--- src/rtl/ps2_rx_frame.sv ---
// rtl/ps2_rx_frame.sv - PS/2 device-to-host frame receiver with E0/F0 prefix folding; optional err_count output under PS2_RX_ERR_COUNT_EN
module ps2_rx_frame #(
   parameter int FILTER_LEN     = 8,
   parameter int TIMEOUT_CYCLES = 100000
) (
   input  logic       clock,
   input  logic       rst,
   input  logic       ps2_clk,
   input  logic       ps2_data,
   output logic [7:0] key_in,
   output logic       is_extend,
   output logic       is_break,
   output logic       valid,
`ifdef PS2_RX_ERR_COUNT_EN
   output logic [7:0] err_count,
`endif
   output logic       err
);

   localparam int TW = $clog2(TIMEOUT_CYCLES + 1);
   localparam logic [TW-1:0] TMAX = TW'(TIMEOUT_CYCLES);

   typedef enum logic [1:0] {IDLE, DATA, PARITY, STOP} state_t;

   state_t                state;
   logic [2:0]            bit_cnt;
   logic [7:0]            shift;
   logic                  parity_bit;
   logic                  ext_flag;
   logic                  brk_flag;
   logic [TW-1:0]         tcnt;

   logic                  clk_s1, clk_s2;
   logic                  data_s1, data_s2;
   logic [FILTER_LEN-1:0] hist;
   logic                  filt;
   logic                  fall;
   logic                  frame_good;

   // Two-flop synchronisers for both asynchronous PS/2 lines
   always_ff @(posedge clock or posedge rst) begin
      if (rst) begin
         clk_s1  <= 1'b1;
         clk_s2  <= 1'b1;
         data_s1 <= 1'b1;
         data_s2 <= 1'b1;
      end else begin
         clk_s1  <= ps2_clk;
         clk_s2  <= clk_s1;
         data_s1 <= ps2_data;
         data_s2 <= data_s1;
      end
   end

   // Glitch filter: the filtered clock only moves once the whole history agrees
   always_ff @(posedge clock or posedge rst) begin
      if (rst) begin
         hist <= '1;
         filt <= 1'b1;
      end else begin
         hist <= {hist[FILTER_LEN-2:0], clk_s2};
         if (hist == '0)
            filt <= 1'b0;
         else if (&hist)
            filt <= 1'b1;
      end
   end

   // Falling edge of the filtered clock is the bit sample point
   assign fall = filt & ~(|hist);

   // Odd parity over data+parity, and the stop bit (sampled now) must be high
   assign frame_good = (^{shift, parity_bit}) & data_s2;

   // Frame FSM, prefix folding, timeout and output strobes
   always_ff @(posedge clock or posedge rst) begin
      if (rst) begin
         state      <= IDLE;
         bit_cnt    <= 3'd0;
         shift      <= 8'h00;
         parity_bit <= 1'b0;
         ext_flag   <= 1'b0;
         brk_flag   <= 1'b0;
         tcnt       <= '0;
         key_in     <= 8'h00;
         is_extend  <= 1'b0;
         is_break   <= 1'b0;
         valid      <= 1'b0;
         err        <= 1'b0;
      end else begin
         valid <= 1'b0;
         err   <= 1'b0;
         if (state == IDLE) begin
            tcnt <= '0;
            // A high start bit is treated as line noise and silently ignored
            if (fall && !data_s2) begin
               state   <= DATA;
               bit_cnt <= 3'd0;
            end
         end else if (fall) begin
            tcnt <= '0;
            if (state == DATA) begin
               shift <= {data_s2, shift[7:1]};
               if (bit_cnt == 3'd7)
                  state <= PARITY;
               else
                  bit_cnt <= bit_cnt + 3'd1;
            end else if (state == PARITY) begin
               parity_bit <= data_s2;
               state      <= STOP;
            end else begin
               state <= IDLE;
               if (!frame_good) begin
                  err      <= 1'b1;
                  ext_flag <= 1'b0;
                  brk_flag <= 1'b0;
               end else if (shift == 8'hE0) begin
                  ext_flag <= 1'b1;
               end else if (shift == 8'hF0) begin
                  brk_flag <= 1'b1;
               end else begin
                  key_in    <= shift;
                  is_extend <= ext_flag;
                  is_break  <= brk_flag;
                  valid     <= 1'b1;
                  ext_flag  <= 1'b0;
                  brk_flag  <= 1'b0;
               end
            end
         end else if (tcnt == TMAX) begin
            // Device stopped clocking mid-frame: abandon it
            state    <= IDLE;
            err      <= 1'b1;
            ext_flag <= 1'b0;
            brk_flag <= 1'b0;
            tcnt     <= '0;
         end else begin
            tcnt <= tcnt + 1'b1;
         end
      end
   end

`ifdef PS2_RX_ERR_COUNT_EN
   // Saturating count of discarded frames, cleared only by reset
   always_ff @(posedge clock or posedge rst) begin
      if (rst)
         err_count <= 8'h00;
      else if (err && err_count != 8'hFF)
         err_count <= err_count + 8'd1;
   end
`endif

endmodule

--- config.mk ---
export PLATFORM = sky130hd
export DESIGN_NAME = ps2_rx_frame
export DESIGN_NICKNAME = d
export VERILOG_FILES = /design/src/rtl/ps2_rx_frame.sv
export SDC_FILE = /design/constraint.sdc
export NUM_CORES = 1
export LEC_CHECK = 0
export CAP_MARGIN = 10
export CORE_MARGIN = 8
export CORE_UTILIZATION = 51
export CTS_BUF_LIST = sky130_fd_sc_hd__clkbuf_4
export CTS_CLUSTER_DIAMETER = 50
export CTS_CLUSTER_SIZE = 16
export DETAILED_ROUTE_END_ITERATION = 7
export PLACE_DENSITY = 0.69
export SYNTH_ARGS = -nofsm -noshare
export SYNTH_HDL_FRONTEND = slang
export SYNTH_SLANG_ARGS = --single-unit
--- constraint.sdc ---
create_clock -name clock -period 5 [get_ports clock]
set_input_delay 0.75 -clock clock [delete_from_list [all_inputs] [get_ports clock]]
set_output_delay 0.75 -clock clock [all_outputs]
set_load 0.1 [all_outputs]
==> results of run 1 <==
[routing by layer]
metal  track usage  wire length (um)
met5             0                 0
met4        0.0783                85
met3        0.0427               175
met2         0.181              1950
met1         0.167              2230
[worst paths after layout]
path	startpoint	cells after the start	to
worst max-delay path	shift[4]	6	is_extend
worst min-delay path	clk_s1	0	clk_s2
worst max register to register	shift[4]	6	is_extend
worst min register to register	clk_s1	0	clk_s2
max in group asynchronous	rst	3	hist[7]
min in group asynchronous	rst	2	tcnt[7]
[cells in the final DEF (no fill, tap or decap), types with 4 or more instances in the layout]
master	Yosys	layout
mux2i_1	4	4
dfstp_2	13	13
clkdlybuf4s50_1	0	15
and3_1	5	5
mux2_2	7	7
ha_1	8	8
xor2_1	9	9
mux2_4	10	10
nor4_1	4	4
nand2_1	11	11
nand3_1	9	9
clkbuf_4	1	10
dfrtp_1	45	45
o21ai_0	6	6
nand4_1	4	4
a21oi_1	10	10
or3_1	5	5
xnor2_1	9	9
inv_1	12	11
nor2_1	24	24
[stage by stage]
step	instance area [um^2]	setup WS [ns]	hold WS, ns	std cells	total power, mW
6_report	3040	2.12	0.359	320	0.877
5_1_grt	3040	1.96	0.362	320	0.916
4_1_cts	3040	2.11	0.362	320	0.886
3_5_place_dp	2880	2.15	0.347	304	0.509
3_3_place_gp	2880	2.18	0.346	304	0.508
2_1_floorplan	2670	2.83	0.345	224	0.501
[cell type report]
cell class                      count  area (um^2)
Fill cell                         434         2040
Tap cell                           70         87.6
Sequential cell                    58         1470
Multi-Input combinational cell    148         1120
Inverter                           12         45.0
Timing Repair Buffer               16          158
Clock buffer                       10         75.1
Clock inverter                      6         81.3
[critical path: stages, from the launching register on]
cell	delay (ns)
dfrtp_1	0.43
xnor2_1	0.32
xnor3_1	0.44
mux2i_1	0.15
a211oi_2	0.25
nand4b_1	0.64
mux2_4	0.53
[kinds of logic (layout without fill, tap and decap cells)]
group / Yosys count / count (layout)
buffers and inverters: 18 / 44
AOI/OAI and AO/OA: 21 / 21
muxes: 21 / 21
xor gates and xnor gates: 21 / 21
and+or+nand+nor: 77 / 77
adders and majority gates: 8 / 8
DFF: 58 / 58
[power breakdown]
group | switching [mW] | internal [mW] | leakage (nW)
registers | 0.00414 | 0.479 | 0.766
clock network | 0.172 | 0.205 | 0.0838
logic | 0.0114 | 0.00421 | 0.518
[state kept, by name, indices dropped and copies added (netlist names)]
register    cells
err             1
state           2
brk_flag        1
valid           1
is_extend       1
is_break        1
clk_s2          1
bit_cnt         3
ext_flag        1
clk_s1          1
tcnt           17
hist            8
data_s1         1
key_in          8
shift           8
parity_bit      1
data_s2         1
filt            1
==> flow_summary.ini, run 1 <==
[drt]
via_per_inst = 5.14
wl_mm = 4.44
route.detailed.drc = 0
drt_iter0_drc = 59
routedWlPerCell_um = 13.9
vias = 1644
ant_nets = 0
dr.pass1.iters = 4

[synth]
synth-simple-area-share = 0.150
synth_mux_area_frac = 0.101
avgSynthCellArea_um2 = 11.9
synth_warnings = 0
synth_commonest_cells = dfrtp_1 (45), nor2_1 (24), dfstp_2 (13)
synth_cells = 224
synth_edf_count = 0
netlist.area_leader.share = 0.422
yosysMostFrequentCell = dfrtp_1
ys_ff_latch = 58
synth_area_leader_cell = dfrtp_1
synth_top_family_by_area = simple AND/OR/NAND/NOR gates
synth_compound_area_frac = 0.0469
synth.area.top_cells = dfrtp_1 (42%), dfstp_2 (13%), mux2_4 (5.6%)
synthArstFlopShare = 1.00
synth_xor_xnor_area_share = 0.0843
synth_ff_type = dfrtp_1
synth_nets = 236
syn_area_um2 = 2670
synthAdderAreaFrac = 0.0375
ys_seq_area_frac = 0.550
yosysUniqueCellTypes = 37

[clocking]
clk_pin_slew_ns = 0.10
cts_setup_buffers = 0
cts_tree = done
postCtsHoldBufs = 0
cts_made_buffers = 9
cts_root_buf = clkbuf_4
ctsHtreeMaxLevel = 3
cts_resized = 0
cts_max_path_buffers = 2
clock-sinks = 58
clkLatencyLatePin_ns = 0.40

[timing]
fin_skew_ns = 0.0141
setup_viol = 0
worst_pin_slew_ns = 0.975
timing.fmax_ghz = 0.347
post-route-period-util = 0.576
fin_setup_tns_ns = 0
hold_viol_final = 0
relSlewSlack = 0.348
rsz0062_at_grt = no
final_max_slew_viol_count = 0
min_period_ns = 2.88

[power_and_ir_drop]
peakVddDrop_uv = 176
power.density_nw_per_um2 = 289
leakagePower_nw = 1.37

[final_layout]
diodes = 0
synthToLayoutAreaGrowth_pct = 13.7
finish.utilization = 0.598
layout-drive-gt1-share = 0.200
nNetsFinal = 257

[flow_run]
cap_violations = 0

[die]
start_util = 0.526
die_h_um = 88.4
die_x_um = 88.4
pin_count = 16
die-area_um2 = 7810
num_rows = 26
core_area_um2 = 5070

[global_route]
grt_pass1_vias = 1614
grt_max_degree = 33
grt_overflow = 0
grt_pass1_wl_mm = 7.62
gr-usage-all-layers = 0.129
grt_antenna_before_repair = 0

[critical_path]
worstSetupEndpointType = flip-flop
path_max_fanout = 10
path_class = reg2reg
r2r_slack_ns = 2.12
cp.arrival_ns = 3.16
start_kind = flip-flop
critPathRequiredTime_ns = 5.28

[worst_hold_path]
hold_path.class = reg2reg

[place]
port_buffers = 15
gp_congestion = 0.777
dp_hpwl_mm = 3.02

[status]
status = complete, no violations
Note: power is estimated with default switching activity, not from simulation.
==> run 2, diff against run 1 <==
==> constraint.sdc (replaced) <==
create_clock -name clock -period 2.7 [get_ports clock]
set_input_delay 0.405 -clock clock [delete_from_list [all_inputs] [get_ports clock]]
set_output_delay 0.405 -clock clock [all_outputs]
set_load 0.1 [all_outputs]
==> flow_summary.ini, run 2 (synthesized netlist as in run 1, its figures left out) <==
[status]
status = complete, no violations

[final_layout]
diodes = 0
postLayoutCellArea_um2 = 3020
max_flop_register = tcnt
multi_input_area_um2 = 1120
nNetsFinal = 260
nFillCells = 426
synthToLayoutAreaGrowth_pct = 13.2
layout-drive-gt1-share = 0.257
seq_area_um2 = 1470
largest_reg_flops = 17
final_cell_mix = dfrtp_1 (45), nor2_1 (24), buf_4 (15), dfstp_2 (13)
mostFrequentLayoutCell = dfrtp_1

[critical_path]
slowest_stage = dfrtp_1
setup.worst_path.start = shift[4]
r2r_start = shift[4]
path_class = reg2reg
critical_path.top_delay_family = XOR/XNOR gates
slowest_delay_ns = 0.44
cp.arrival_ns = 2.62
cp.depth = 7
crit_chain = xnor2_1 > xnor3_1 > mux2i_1 > a211oi_2 > nand4b_1 > buf_4 > mux2_4
critPathRequiredTime_ns = 2.98
crit_end = key_in[3]
r2r_slack_ns = 0.36
r2r_cells = 7
crit_buf_inv = 1
start_kind = flip-flop
r2r_end = key_in[3]
worstSetupEndpointType = flip-flop
path_max_fanout = 10

[clocking]
clk_pin_slew_ns = 0.10
ctsHtreeMaxLevel = 3
cts_max_path_buffers = 2
cts_tree = done
clkLatencyLatePin_ns = 0.40
cts_resized = 0
cts_root_buf = clkbuf_4
cts_setup_buffers = 0
cts_made_buffers = 9
postCtsHoldBufs = 0
clock-sinks = 58

[drt]
wl_mm = 4.43
drt_iter0_drc = 53
routedWlPerCell_um = 13.7
vias = 1658
ant_nets = 0
dr.pass1.iters = 6
via_per_inst = 5.13
route.detailed.drc = 0

[power_and_ir_drop]
seqPwrFrac = 0.587
power.switching_mw = 0.350
switching_share = 0.229
power.density_nw_per_um2 = 505
p_clk_frac = 0.393
peakVddDrop_uv = 360
internal_power_mw = 1.18
p_comb_frac = 0.020
leakagePower_nw = 1.39

[global_route]
gr-usage-all-layers = 0.129
grt_max_degree = 33
grt_overflow = 0
grt_pass1_vias = 1617
grt_antenna_before_repair = 0
grt_pass1_wl_mm = 7.54

[timing]
post-route-period-util = 0.865
timing.fmax_ghz = 0.428
layout_setup_ws_ns = 0.365
final_max_slew_viol_count = 0
fin_skew_ns = 0.0138
min_period_ns = 2.34
worst_pin_slew_ns = 0.564
relSlewSlack = 0.623
hold_viol_final = 0
rsz0062_at_grt = no
fin_setup_tns_ns = 0
setup_viol = 0

[worst_hold_path]
worstHoldStart = data_s1
hold_path.class = reg2reg

[die]
pin_count = 16
num_rows = 26
die-area_um2 = 7810
die_h_um = 88.4
start_util = 0.526
die_x_um = 88.4
core_area_um2 = 5070

[place]
place_area_um2 = 2880
pre_cts_slack_ns = 0.397
dp_hpwl_mm = 3.15
gp_congestion = 0.772
port_buffers = 15

[flow_run]
cap_violations = 0
## run 2: power groups by stage
stage               clock network (mW)  registers [mW]  logic, mW
floorplan                            0           0.910     0.0190
global placement                     0           0.911     0.0327
detailed placement                   0           0.912     0.0331
CTS                              0.625           0.896     0.0330
global route                     0.668           0.898     0.0363
finish                           0.599           0.895     0.0311
## run 2: worst min-delay path by stage
| stage | to | slack [ns] | depth (start not counted) |
|---|---|---|---|
| 6_report | data_s2 | 0.36 | 0 |
| 5_1_grt | hist[1] | 0.37 | 0 |
| 4_1_cts | data_s2 | 0.36 | 0 |
| 3_5_place_dp | data_s2 | 0.35 | 0 |
| 3_3_place_gp | hist[0] | 0.35 | 0 |
| 2_1_floorplan | clk_s2 | 0.35 | 0 |
## run 2: cell type report
type,count,share of cell area
Inverter,12,0.0149
Tap cell,70,0.0290
Clock inverter,7,0.0232
Multi-Input combinational cell,148,0.371
Timing Repair Buffer,19,0.0538
Clock buffer,9,0.0224
Sequential cell,58,0.486
## run 2: worst register-to-register path: cells and delay by family (launching register included)
family | cells | cell delay [ns]
xor+xnor | 2 | 0.74
mux | 2 | 0.47
flops | 1 | 0.44
compound gates | 1 | 0.24
buf+inv | 1 | 0.22
simple gates | 1 | 0.11
## run 2: layer usage
metal  vias to the layer above  share of wire  track usage
li1                        825              -            -
met1                       797           0.48        0.160
met2                        25           0.45        0.187
met3                        11          0.050       0.0511
met4                         0          0.024       0.0737
met5                         -              0            0
## run 2: metrics by stage
| stage | utilization | instances | hold WS (ns) | total power [mW] |
|---|---|---|---|---|
| floorplan | - | 224 | 0.345 | 0.929 |
| global placement | 0.568 | 307 | 0.346 | 0.944 |
| detailed placement | 0.568 | 307 | 0.347 | 0.945 |
| CTS | 0.595 | 323 | 0.361 | 1.55 |
| global route | 0.595 | 323 | 0.365 | 1.60 |
| finish | 0.595 | 323 | 0.362 | 1.53 |
